==> config.mk <==
export PLATFORM = sky130hd
export DESIGN_NAME = mem_stage_port
export DESIGN_NICKNAME = d
export VERILOG_FILES = /design/src/rtl/mem_stage_port.sv
export SDC_FILE = /design/constraint.sdc
export NUM_CORES = 1
export LEC_CHECK = 0
export CAP_MARGIN = 40
export CORE_ASPECT_RATIO = 1.75
export CORE_MARGIN = 2
export CORE_UTILIZATION = 51
export CTS_CLUSTER_DIAMETER = 80
export DETAILED_ROUTE_END_ITERATION = 6
export GPL_TIMING_DRIVEN = 0
export HOLD_SLACK_MARGIN = 0.12
export PLACE_DENSITY_LB_ADDON = 0.12
export SETUP_SLACK_MARGIN = 0.1
export SLEW_MARGIN = 20
export SYNTH_ARGS = -nofsm -noshare
export SYNTH_HDL_FRONTEND = slang
export SYNTH_SLANG_ARGS = --single-unit
==> constraint.sdc <==
create_clock -name clk -period 6.4 [get_ports clk]
set_input_delay 1.6 -clock clk [delete_from_list [all_inputs] [get_ports clk]]
set_output_delay 1.6 -clock clk [all_outputs]
set_load 0.02 [all_outputs]
==> src/rtl/mem_stage_port.sv <==
// MEM-stage initiator: splits a pipeline load/store into big-endian byte
// transactions on a req/ack data memory and stalls the pipeline until done.
module mem_stage_port #(
    parameter int ADDR_W = 10
) (
    input  logic              clk,
    input  logic              rst,
    input  logic [31:0]       EXE_MEM_Result,
    input  logic [31:0]       EXE_MEM_Rt,
    input  logic              MemRead,
    input  logic              MemWrite,
    input  logic [1:0]        MemSize,
    input  logic              MemSigned,
    output logic [31:0]       MEM_Result,
    output logic              stall,
    output logic              misaligned,
    output logic              mem_req,
    output logic              mem_we,
    output logic [ADDR_W-1:0] mem_addr,
    output logic [7:0]        mem_wdata,
    input  logic [7:0]        mem_rdata,
    input  logic              mem_ack
);

    typedef enum logic [1:0] {
        IDLE   = 2'd0,
        ACCESS = 2'd1,
        DONE   = 2'd2
    } state_t;

    // Index of the final byte of an item: 0, 1 or 3.
    function automatic logic [1:0] last_idx(input logic [1:0] size);
        logic [1:0] r;
        case (size)
            2'b00:   r = 2'd0;
            2'b01:   r = 2'd1;
            default: r = 2'd3;
        endcase
        return r;
    endfunction

    function automatic logic is_misaligned(input logic [1:0] size, input logic [1:0] lsb);
        logic r;
        case (size)
            2'b00:   r = 1'b0;
            2'b01:   r = lsb[0];
            default: r = (lsb != 2'b00);
        endcase
        return r;
    endfunction

    // Big-endian: byte idx 0 is the most significant byte of the item.
    function automatic logic [7:0] write_byte(input logic [31:0] rt, input logic [1:0] size,
                                              input logic [1:0] idx);
        logic [1:0] sel;
        logic [7:0] r;
        sel = last_idx(size) - idx;
        case (sel)
            2'd0:    r = rt[7:0];
            2'd1:    r = rt[15:8];
            2'd2:    r = rt[23:16];
            default: r = rt[31:24];
        endcase
        return r;
    endfunction

    function automatic logic [31:0] extend(input logic [31:0] acc, input logic [1:0] size,
                                           input logic sgn);
        logic [31:0] r;
        case (size)
            2'b00:   r = sgn ? {{24{acc[7]}}, acc[7:0]} : {24'd0, acc[7:0]};
            2'b01:   r = sgn ? {{16{acc[15]}}, acc[15:0]} : {16'd0, acc[15:0]};
            default: r = acc;
        endcase
        return r;
    endfunction

    state_t              state_r, state_n;
    logic [ADDR_W-1:0]   base_r, base_n;
    logic [31:0]         rt_r, rt_n;
    logic [1:0]          size_r, size_n;
    logic                sgn_r, sgn_n;
    logic                op_we_r, op_we_n;
    logic [1:0]          idx_r, idx_n;
    logic [31:0]         acc_r, acc_n;
    logic                req_r, req_n;
    logic                we_r, we_n;
    logic [ADDR_W-1:0]   addr_r, addr_n;
    logic [7:0]          wdata_r, wdata_n;
    logic                mis_r, mis_n;
    logic [31:0]         result_r, result_n;

    logic                req_s;
    logic                mis_s;
    logic [1:0]          idx_inc_s;
    logic                unused_s;

    assign req_s     = MemRead | MemWrite;
    assign mis_s     = is_misaligned(MemSize, EXE_MEM_Result[1:0]);
    assign idx_inc_s = idx_r + 2'd1;
    assign unused_s  = ^EXE_MEM_Result[31:ADDR_W];

    // State register.
    always_ff @(posedge clk or posedge rst) begin
        if (rst) begin
            state_r <= IDLE;
        end else begin
            state_r <= state_n;
        end
    end

    // Next-state and next-register values; everything holds unless updated.
    always_comb begin
        state_n  = state_r;
        base_n   = base_r;
        rt_n     = rt_r;
        size_n   = size_r;
        sgn_n    = sgn_r;
        op_we_n  = op_we_r;
        idx_n    = idx_r;
        acc_n    = acc_r;
        req_n    = req_r;
        we_n     = we_r;
        addr_n   = addr_r;
        wdata_n  = wdata_r;
        mis_n    = 1'b0;
        result_n = result_r;
        case (state_r)
            IDLE: begin
                if (req_s) begin
                    base_n  = EXE_MEM_Result[ADDR_W-1:0];
                    rt_n    = EXE_MEM_Rt;
                    size_n  = MemSize;
                    sgn_n   = MemSigned;
                    op_we_n = MemWrite;
                    idx_n   = 2'd0;
                    acc_n   = 32'd0;
                    if (mis_s) begin
                        state_n = DONE;
                        mis_n   = 1'b1;
                    end else begin
                        state_n = ACCESS;
                        req_n   = 1'b1;
                        we_n    = MemWrite;
                        addr_n  = EXE_MEM_Result[ADDR_W-1:0];
                        wdata_n = write_byte(EXE_MEM_Rt, MemSize, 2'd0);
                    end
                end else begin
                    state_n = IDLE;
                end
            end
            ACCESS: begin
                if (mem_ack) begin
                    acc_n = {acc_r[23:0], mem_rdata};
                    if (idx_r == last_idx(size_r)) begin
                        state_n = DONE;
                        req_n   = 1'b0;
                        we_n    = 1'b0;
                    end else begin
                        idx_n   = idx_inc_s;
                        addr_n  = base_r + ADDR_W'(idx_inc_s);
                        wdata_n = write_byte(rt_r, size_r, idx_inc_s);
                    end
                end else begin
                    state_n = ACCESS;
                end
            end
            DONE: begin
                state_n = IDLE;
                if (!op_we_r && !mis_r) begin
                    result_n = extend(acc_r, size_r, sgn_r);
                end else begin
                    result_n = result_r;
                end
            end
            default: begin
                state_n = IDLE;
            end
        endcase
    end

    // Operation context, accumulator and registered memory-side outputs.
    always_ff @(posedge clk or posedge rst) begin
        if (rst) begin
            base_r   <= '0;
            rt_r     <= 32'd0;
            size_r   <= 2'd0;
            sgn_r    <= 1'b0;
            op_we_r  <= 1'b0;
            idx_r    <= 2'd0;
            acc_r    <= 32'd0;
            req_r    <= 1'b0;
            we_r     <= 1'b0;
            addr_r   <= '0;
            wdata_r  <= 8'd0;
            mis_r    <= 1'b0;
            result_r <= 32'd0;
        end else begin
            base_r   <= base_n;
            rt_r     <= rt_n;
            size_r   <= size_n;
            sgn_r    <= sgn_n;
            op_we_r  <= op_we_n;
            idx_r    <= idx_n;
            acc_r    <= acc_n;
            req_r    <= req_n;
            we_r     <= we_n;
            addr_r   <= addr_n;
            wdata_r  <= wdata_n;
            mis_r    <= mis_n;
            result_r <= result_n;
        end
    end

    // stall follows the request combinationally so the accepting cycle freezes too.
    assign stall      = !rst && (((state_r == IDLE) && req_s) || (state_r == ACCESS));
    assign MEM_Result = result_r;
    assign misaligned = mis_r;
    assign mem_req    = req_r;
    assign mem_we     = we_r;
    assign mem_addr   = addr_r;
    assign mem_wdata  = wdata_r;

endmodule

Word-level counts from Yosys, hierarchy flattened
Index checks and enable logic that the tools add are counted.

storage, ports and cells
  output and inout bits = 54
  bits of input ports = 80
  logic and storage cells = 102
  flip-flop bits (word level) = 135

cells by class
  bitwise gates (word level) = 1
  add/sub/neg operators = 3
  reductions and logical operators = 20
  muxes and demuxes = 49
  equal/unequal tests = 15

operator list
  kind                  number
  $mux W32              4
  $pmux W32 S2          2
  $pmux W8 S3           2
  $mux W10              4
  $mux W8               4
  $mux W2               15
  $pmux W10 S2          1
  $pmux W2 S2           4
  $pmux W8 S2           1
  $add A10 B2 Y10       1
  $eq A2 B1 Y1 const B  5
  $logic_not A2 Y1      5
  $ne A2 B2 Y1 const B  5
  $reduce_and A5 Y1     2
  $mux W1               9
  $eq A2 B2 Y1 const B  3
  $pmux W1 S2           3
  $reduce_and A2 Y1     2
  $reduce_and A4 Y1     1
  $reduce_bool A2 Y1    2
  $logic_and A1 B1 Y1   3
  $logic_not A1 Y1      3
  $ne A3 B3 Y1 const B  1
  $reduce_and A3 Y1     1
  other kinds (5)       5

Longest topological paths before layout
Gate-level depths: netlist of run 1.

  depth after elaboration = 14
  mapped depth = 11
  mapped depth without buffers = 8

Worst setup path before layout of run 1
No wires, ideal clock.

  kind = input -> output
  start point = input MemWrite
  end point = output stall
  arrival = 2.117 ns
  data required time = 4.800 ns
  cell stages on the path = 2
  path slack = 2.683 ns
  path buffers = 0
  cells stage by stage = nor3_1 -> nor3_1

between the ends
  word-level cells in the longest chain between the ends = 4

RTL lines
  what                 line  text
  start: declaration   11    input logic MemWrite,
  $or A1 B1 Y1         98    assign req_s = MemRead | MemWrite;
  $logic_and A1 B1 Y1  216   assign stall = !rst && (((state_r == IDLE) && req_s) || (state_r == ACCESS));
  $logic_or A1 B1 Y1   216
  $logic_and A1 B1 Y1  216
  end: declaration     15    output logic stall,

Every way passes these cells.

Final worst setup path of run 1
Ends and elaborated chain as after synthesis.

==> metrics.md, run 1 <==
| Metric | Value |
|---|---|
| Maximum buffer depth of the clock tree | 2 |
| Design area | 7990 µm² |
| Input/output buffers | 109 |
| Power after layout | 4610 µW |
| Share of the cycle needed by the critical path after routing | 73.9% |
| Number of antenna violations at the first check in global routing | 0 |
| Vias after detailed routing | approximately 5000 |
| Highest ir drop seen on vdd | 0.293 mV |
| Setup crit start | MemWrite |
| Largest net degree at the start of global routing | 102 |
| Sinks on Clock Net | 135 |
| PD cells | 577 nW/µm² |
| Slew at the pin with the worst max-slew slack | between 0.8 and 0.9 ns |
| TritonCTS clock tree | built |
| # setup viols final | 0 |
| Root buffer selected by CTS | sky130_fd_sc_hd__clkbuf_16 |
| Htree depth | 4 |
| Total routing usage reported by global routing | 26.7% |
| Fin. max-slew vios | 0 |
| Async set or reset register ratio after synthesis | between 90% and 100% |
| Post CTS Setup Buffer Count | 0 |
| Final Instance Count excl. Fillers | around 930 |
| Post-CTS Hold Fix Bufs | 0 |
| Critical Path Source Type | input port |
| Flop and latch count out of synthesis | 135 |
| Placed standard-cell area | 7340 µm² |
| Post-synth EDFFs | 0 |
| Total iterations of the first detailed-routing run | 5 |
| DIE HEIGHT | 148 µm |
| Max-cap viol count | 0 |
| Tmin final | 4.73 ns |
| Static leakage | about 0.0038 µW |
| Post-detailed-route count of antenna-violating nets | 0 |
| Instance count of the mapped netlist | 657 |
| Per-cell via count in the routed design | 5.50 |
| Placed instance count | 902 |
| Largest cells by area after synthesis | sky130_fd_sc_hd__dfrtp_1 (56%), sky130_fd_sc_hd__nand2_1 (15%), sky130_fd_sc_hd__a21oi_1 (4.4%) |
| Overall die area | 12800 µm² |
| Clock-pin transition on the worst setup and hold timing paths | 0.06 ns |
| Library cell occupying the most area in the post-synthesis netlist | sky130_fd_sc_hd__dfrtp_1 |
| Reg-to-reg critical path startpoint | size_r[1] |
| Number of cell rows | 52 |
| Last weighted congestion value of the routability-driven placer | roughly 0.85 |
| Mean Syn Cell Area | about 9.2 µm² |
| Distinct cells, synth | 38 |
| Headroom to the max-slew limit | 45.4% |
| Arrival time reported for the critical path endpoint | 3.13 ns |
| Synthesis Warnings | 0 |
| Worst reg-to-reg setup slack | 2.95 ns |
| Class of the tightest hold or removal check | flip-flop to flip-flop |
| Kind of end point of the critical path | primary output |
| Worst EP required | ~4.8 ns |
| Boundary pin count | ~130 |
| Classification of the worst setup path | input port to primary output |
| Starting DRC count in detailed routing | 326 |
| Routed length per placed instance | 17.3 µm |
| Aggregate routed wire length | about 16000 µm |
| Sum of net half-perimeters after detailed placement | around 12000 µm |
| Diode count | 0 |
| Run status | finished, final reports clean |
| P&R area growth vs syn | 32.1% |
| Total DRC errors in the routed layout | 0 |
| Cell count of the worst reg-to-reg path | 11 |
| Placeable core area | 11600 µm² |
| Syn nets | 741 |
| Unrepaired setup endpoints after global routing | no |
| Summed instance area of the synthesized netlist | 6040 µm² |
| Share of post-route cells with drive strength above 1 | 7.26% |
| Most repeated cell in the gate-level netlist after synthesis | sky130_fd_sc_hd__nand2_1 |
| Leading cell types by count after synthesis | sky130_fd_sc_hd__nand2_1 (243), sky130_fd_sc_hd__dfrtp_1 (135), sky130_fd_sc_hd__a21oi_1 (53), sky130_fd_sc_hd__nor2_1 (42), sky130_fd_sc_hd__nand3_1 (36) |
| Critical path destination | stall |
| Worst-Skew Late Latency | roughly 0.42 ns |
| Endpoint of the worst-slack reg-to-reg timing path | mem_wdata[5] |
| Fillers | 958 |
| Hold violation count in the final report | 0 |
| Number of gates resized after CTS | 0 |
| Residual overflow from global routing | 0 |
| Wire length of the first global-routing pass | 26000 µm |
| Die X-Extent | 86.3 µm |
| CTS buffer count | 17 |
| Share of synthesized area occupied by flip-flops and latches | a little under three fifths |
| Most common flop cell mapped by yosys | sky130_fd_sc_hd__dfrtp_1 |
| Vias in the first global route | 5237 |
| Fin Clk Skew | 0.00883 ns |
| Starting utilization of the core area | 52.2% |
| Fraction of synthesized cell area taken by the top area cell type | between 50% and 60% |
| Highest clock rate | 212 MHz |
| Peak fanout along the critical path | 5 |
| Post-layout net count | 870 |
## sequential cells by signal, indices dropped and copies added, names as in the netlist, 2 cells and up
register and count:
MEM_Result 32, acc_r 32, rt_r 32, base_r 10
mem_addr 10, mem_wdata 8, idx_r 2, size_r 2
state_r 2
## where the power goes
part           total, µW  switching, µW  internal (µW)
clock               1060            359            698
sequential          1480            252           1230
combinational       2070           1210            860
total               4610           1820           2790
## worst min-delay path by stage
| stage | cells past startpoint | start | slack (ns) | end |
|---|---|---|---|---|
| detailed placement | 2 | acc_r[31] | 0.46 | acc_r[31] |
| floorplan | 2 | rt_r[24] | 0.44 | rt_r[24] |
| global placement | 2 | rt_r[2] | 0.45 | rt_r[2] |
| finish | 2 | acc_r[31] | 0.47 | acc_r[31] |
| global route | 2 | acc_r[30] | 0.49 | acc_r[30] |
| CTS | 2 | acc_r[31] | 0.47 | acc_r[31] |
## layout make-up
cell class | instances | area, µm² | area share (%)
plain buffers | 41 | 163 | 2.04
flip-flops and latches | 135 | 3380 | 42.3
clock inverters | 13 | 203 | 2.54
well taps | 135 | 169 | 2.12
clock buffers | 19 | 443 | 5.55
multi-input cells | 476 | 2480 | 31.1
inverters | 5 | 26.3 | 0.329
repair buffers | 110 | 1120 | 14.0
## placed cells by master, fill, tap and decap left out, types with 3 or more instances in the layout
| cell type | Yosys | final |
|---|---|---|
| sky130_fd_sc_hd__a21o_1 | 3 | 3 |
| sky130_fd_sc_hd__nand2_1 | 243 | 243 |
| sky130_fd_sc_hd__nand4_1 | 4 | 4 |
| sky130_fd_sc_hd__nand3_1 | 36 | 36 |
| sky130_fd_sc_hd__bufinv_16 | 0 | 5 |
| sky130_fd_sc_hd__mux2_2 | 9 | 9 |
| sky130_fd_sc_hd__ha_1 | 3 | 3 |
| sky130_fd_sc_hd__clkinv_2 | 0 | 3 |
| sky130_fd_sc_hd__mux4_1 | 8 | 8 |
| sky130_fd_sc_hd__nor2_1 | 42 | 42 |
| sky130_fd_sc_hd__and3_1 | 3 | 3 |
| sky130_fd_sc_hd__clkinvlp_4 | 0 | 5 |
| sky130_fd_sc_hd__dfrtp_1 | 135 | 135 |
| sky130_fd_sc_hd__buf_2 | 7 | 7 |
| sky130_fd_sc_hd__inv_1 | 5 | 4 |
| sky130_fd_sc_hd__a21oi_1 | 53 | 53 |
| sky130_fd_sc_hd__clkbuf_1 | 33 | 34 |
| sky130_fd_sc_hd__or2_2 | 3 | 3 |
| sky130_fd_sc_hd__o21ai_0 | 24 | 24 |
| sky130_fd_sc_hd__a22o_1 | 3 | 3 |
| sky130_fd_sc_hd__clkdlybuf4s50_1 | 0 | 109 |
| sky130_fd_sc_hd__clkbuf_16 | 0 | 17 |
| sky130_fd_sc_hd__mux2i_1 | 12 | 12 |
| sky130_fd_sc_hd__xnor2_1 | 8 | 8 |
## critical path, stage by stage
cell	delay, ns
sky130_fd_sc_hd__clkdlybuf4s50_1	0.48
sky130_fd_sc_hd__nor3_1	0.41
sky130_fd_sc_hd__nor3_1	0.08
sky130_fd_sc_hd__clkdlybuf4s50_1	0.56
## stage by stage
step	setup TNS, ns	hold WS, ns	utilization [%]	worst slack (ns)
after floorplan	0	0.437	-	1.19
after global placement	-71.72	0.450	63.1	-0.543
after detailed placement	0	0.456	63.4	1.67
after CTS	0	0.468	68.9	1.67
after global routing	0	0.490	68.9	1.60
final	0	0.466	68.9	1.67
## cells by family after synthesis
kind of cell | Yosys count | share of synthesized area (%)
AND/OR/NAND/NOR | 340 | 22.8
flip-flops | 135 | 55.9
AO/OA/AOI/OAI | 91 | 8.22
buffers and inverters | 46 | 3.00
multiplexers | 29 | 7.14
XOR/XNOR | 12 | 1.99
adder cells (fa/ha/maj) | 4 | 0.952
## routing by layer
layer	part of all wire [%]	global-route usage (%)
met5	0	0
met4	2.8	10.9
met3	5.4	6.14
met2	56	48.1
met1	36	29.9
Power figures use the tool's default switching activity.
==> inputs of run 2 (changes only) <==
--- a/config.mk
+++ b/config.mk
@@ -8,7 +8,7 @@
 export CAP_MARGIN = 40
 export CORE_ASPECT_RATIO = 1.75
 export CORE_MARGIN = 2
-export CORE_UTILIZATION = 51
+export CORE_UTILIZATION = 46
 export CTS_CLUSTER_DIAMETER = 80
 export DETAILED_ROUTE_END_ITERATION = 6
 export GPL_TIMING_DRIVEN = 0
==> constraint.sdc (replaced) <==
create_clock -name clk -period 4.06 [get_ports clk]
set_input_delay 1.015 -clock clk [delete_from_list [all_inputs] [get_ports clk]]
set_output_delay 1.015 -clock clk [all_outputs]
set_load 0.02 [all_outputs]
==> run 2 against run 1 <==
Non-clock buffer count increased by 3. Design area increased by 0.63%. Clock skew increased by 0.0028 ns. Sequential share of layout area decreased by 0.26 points. Highest routed layer unchanged. Critical endpoint unchanged.
==> metrics.md, run 2 (same netlist as run 1, synthesis figures left out) <==
| Metric | Value |
|---|---|
| Unrepaired setup endpoints after global routing | no |
| Most used cells in the layout excluding fill and tap cells | sky130_fd_sc_hd__nand2_1 (243), sky130_fd_sc_hd__dfrtp_1 (135), sky130_fd_sc_hd__clkdlybuf4s50_1 (109) |
| Starting utilization of the core area | 47.0% (-5.2 points) |
| Fin. max-slew vios | 0 (unchanged) |
| Pint | 4270 µW (+53%) |
| PD cells | 890 nW/µm² (+54%) |
| Critical Path Source Type | input port |
| Design area | 8040 µm² (+0.63%) |
| Fin Clk Skew | 0.0116 ns (+0.00277 ns) |
| Kind of end point of the critical path | primary output |
| Static leakage | 0.00380 µW (+0.23%) |
| Placed standard-cell area | 7440 µm² (+1.4%) |
| Die X-Extent | 90.7 µm (+5.1%) |
| Worst path slowest cell | sky130_fd_sc_hd__clkdlybuf4s50_1 |
| Post-CTS Hold Fix Bufs | 0 (unchanged) |
| Root buffer selected by CTS | sky130_fd_sc_hd__clkbuf_16 |
| Post CTS Setup Buffer Count | 0 (unchanged) |
| Htree depth | 4 (unchanged) |
| Share of post-route cells with drive strength above 1 | 7.50% (+0.24 points) |
| DIE HEIGHT | 156 µm (+5.2%) |
| Peak fanout along the critical path | 5 (unchanged) |
| Total routing usage reported by global routing | 24.6% (-2.1 points) |
| Sinks on Clock Net | 135 (unchanged) |
| Ordered cell list for the critical path | clkdlybuf4s50_1 > nor3_1 > nor3_1 > clkdlybuf4s50_1 |
| Worst-Skew Late Latency | 0.41 ns (about the same) |
| Number of antenna violations at the first check in global routing | 0 (unchanged) |
| Largest net degree at the start of global routing | 34 (-67%) |
| Net switching share of the total power | 40.3% (+0.71 points) |
| Aggregate routed wire length | 16500 µm (+2.2%) |
| Post-layout net count | 873 (+0.34%) |
| CTS buffer count | 17 (unchanged) |
| Final core occ | 62.4% (-6.5 points) |
| Slew at the pin with the worst max-slew slack | 0.832 ns (+0.0159 ns) |
| Most common cell after layout, fill and taps aside | sky130_fd_sc_hd__nand2_1 |
| Number of gates resized after CTS | 0 (unchanged) |
| Share of the cycle needed by the critical path after routing | 87.3% |
| Final hold slack | 0.465 ns (-0.00123 ns) |
| TritonCTS clock tree | built |
| Diode count | 0 (unchanged) |
| Net switching power | 2880 µW (+58%) |
| Wire length of the first global-routing pass | 27000 µm (+4.0%) |
| Headroom to the max-slew limit | 44.3% (-1.1 points) |
| Class of the tightest hold or removal check | flip-flop to flip-flop |
| Vias after detailed routing | 5159 (+0.35%) |
| # setup viols final | 0 (unchanged) |
| Max-cap viol count | 0 (unchanged) |
| Tmin final | 3.54 ns |
| Last weighted congestion value of the routability-driven placer | 0.835 (-2.2%) |
| Arrival time reported for the critical path endpoint | 2.53 ns (-0.60 ns) |
| Overall die area | 14100 µm² (+10%) |
| Post-detailed-route count of antenna-violating nets | 0 (unchanged) |
| Input/output buffers | 109 (unchanged) |
| Starting DRC count in detailed routing | 291 (-11%) |
| Sequential fraction of design power | 32.7% (+0.6 points) |
| Sum of net half-perimeters after detailed placement | 12000 µm (+4.5%) |
| Placeable core area | 12900 µm² (+11%) |
| Total DRC errors in the routed layout | 0 (unchanged) |
| Logic pwr share | 45.7% (+0.7 points) |
| Fillers | 1134 (+18%) |
| Setup TNS | 0 ns (unchanged) |
| Routed length per placed instance | 17.0 µm (-1.7%) |
| Worst EP required | 3.04 ns (-1.76 ns) |
| P&R area growth vs syn | 32.9% |
| Residual overflow from global routing | 0 (unchanged) |
| Maximum buffer depth of the clock tree | 2 (unchanged) |
| Number of cell rows | 55 (+5.8%) |
| Worst path max stage delay | 0.55 ns (about the same) |
| Highest clock rate | 282 MHz |
| Clock network power share | 21.6% (-1.3 points) |
| Run status | finished, final reports clean |
| Clock-pin transition on the worst setup and hold timing paths | 0.06 ns (about the same) |
| Hold violation count in the final report | 0 (unchanged) |
| Classification of the worst setup path | input port to primary output |
| Vias in the first global route | 5354 (+2.2%) |
| Boundary pin count | 134 (unchanged) |
| Per-cell via count in the routed design | 5.31 (-3.5%) |
| Highest ir drop seen on vdd | 0.478 mV (+63%) |
| Total iterations of the first detailed-routing run | 5 (unchanged) |
==> run 2: worst paths after layout <==
kind	from	endpoint	slack, ns	depth (start not counted)
worst max-delay path	MemWrite	stall	0.52	4
worst min-delay path	acc_r[26]	acc_r[26]	0.46	2
worst max register to register	size_r[1]	mem_wdata[1]	0.59	11
worst min register to register	acc_r[26]	acc_r[26]	0.46	2
max in group asynchronous	rst	mem_wdata[1]	2.19	4
min in group asynchronous	rst	MEM_Result[28]	1.07	2
==> run 2: power groups by stage <==
stage                     sequential [µW]  combinational [µW]  clock [µW]
after floorplan                      2550                1780           0
after global placement               2320                3190           0
after detailed placement             2350                3260           0
after CTS                            2340                3300        1560
after global routing                 2410                3580        1640
final                                2340                3270        1550
==> run 2: cell type report <==
cell class                      instances  area [µm²]  share of cell area (%)
Multi-Input combinational cell        476        2480                    30.9
Clock buffer                           18         439                    5.47
Clock inverter                         12         155                    1.93
Tap cell                              171         214                    2.66
Timing Repair Buffer                  113        1180                    14.7
Buffer                                 41         163                    2.02
Inverter                                5        22.5                   0.280
Sequential cell                       135        3380                    42.0
==> run 2: critical path: cells and delay by family <==
family                 cells  cell delay [ns]
buffers and inverters      2             1.03
AND/OR/NAND/NOR            2             0.48
==> run 2: metal layers <==
layer  up-vias  wire length, µm  global-route usage [%]
met5         -                0                       0
met2       183             9120                    45.1
li1       2430                -                       -
met3        36              819                    4.54
met1      2510             6090                    27.6
met4         0              513                    11.1
==> run 2: through the flow <==
step                std cells  total power [µW]  worst slack (ns)
global placement          937              5510             0.183
global route              971              7620             0.323
detailed placement        941              5610             0.484
finish                    971              7150             0.517
CTS                       971              7200             0.484
floorplan                 657              4340              1.37
==> inputs of run 3 (changes only) <==
--- a/config.mk
+++ b/config.mk
@@ -5,6 +5,7 @@
 export SDC_FILE = /design/constraint.sdc
 export NUM_CORES = 1
 export LEC_CHECK = 0
+export ABC_CLOCK_PERIOD_IN_PS = 4059
 export CAP_MARGIN = 40
 export CORE_ASPECT_RATIO = 1.75
 export CORE_MARGIN = 2
==> results of run 3 <==
No change in the layout: final DEF, timing and power equal those of run 2.
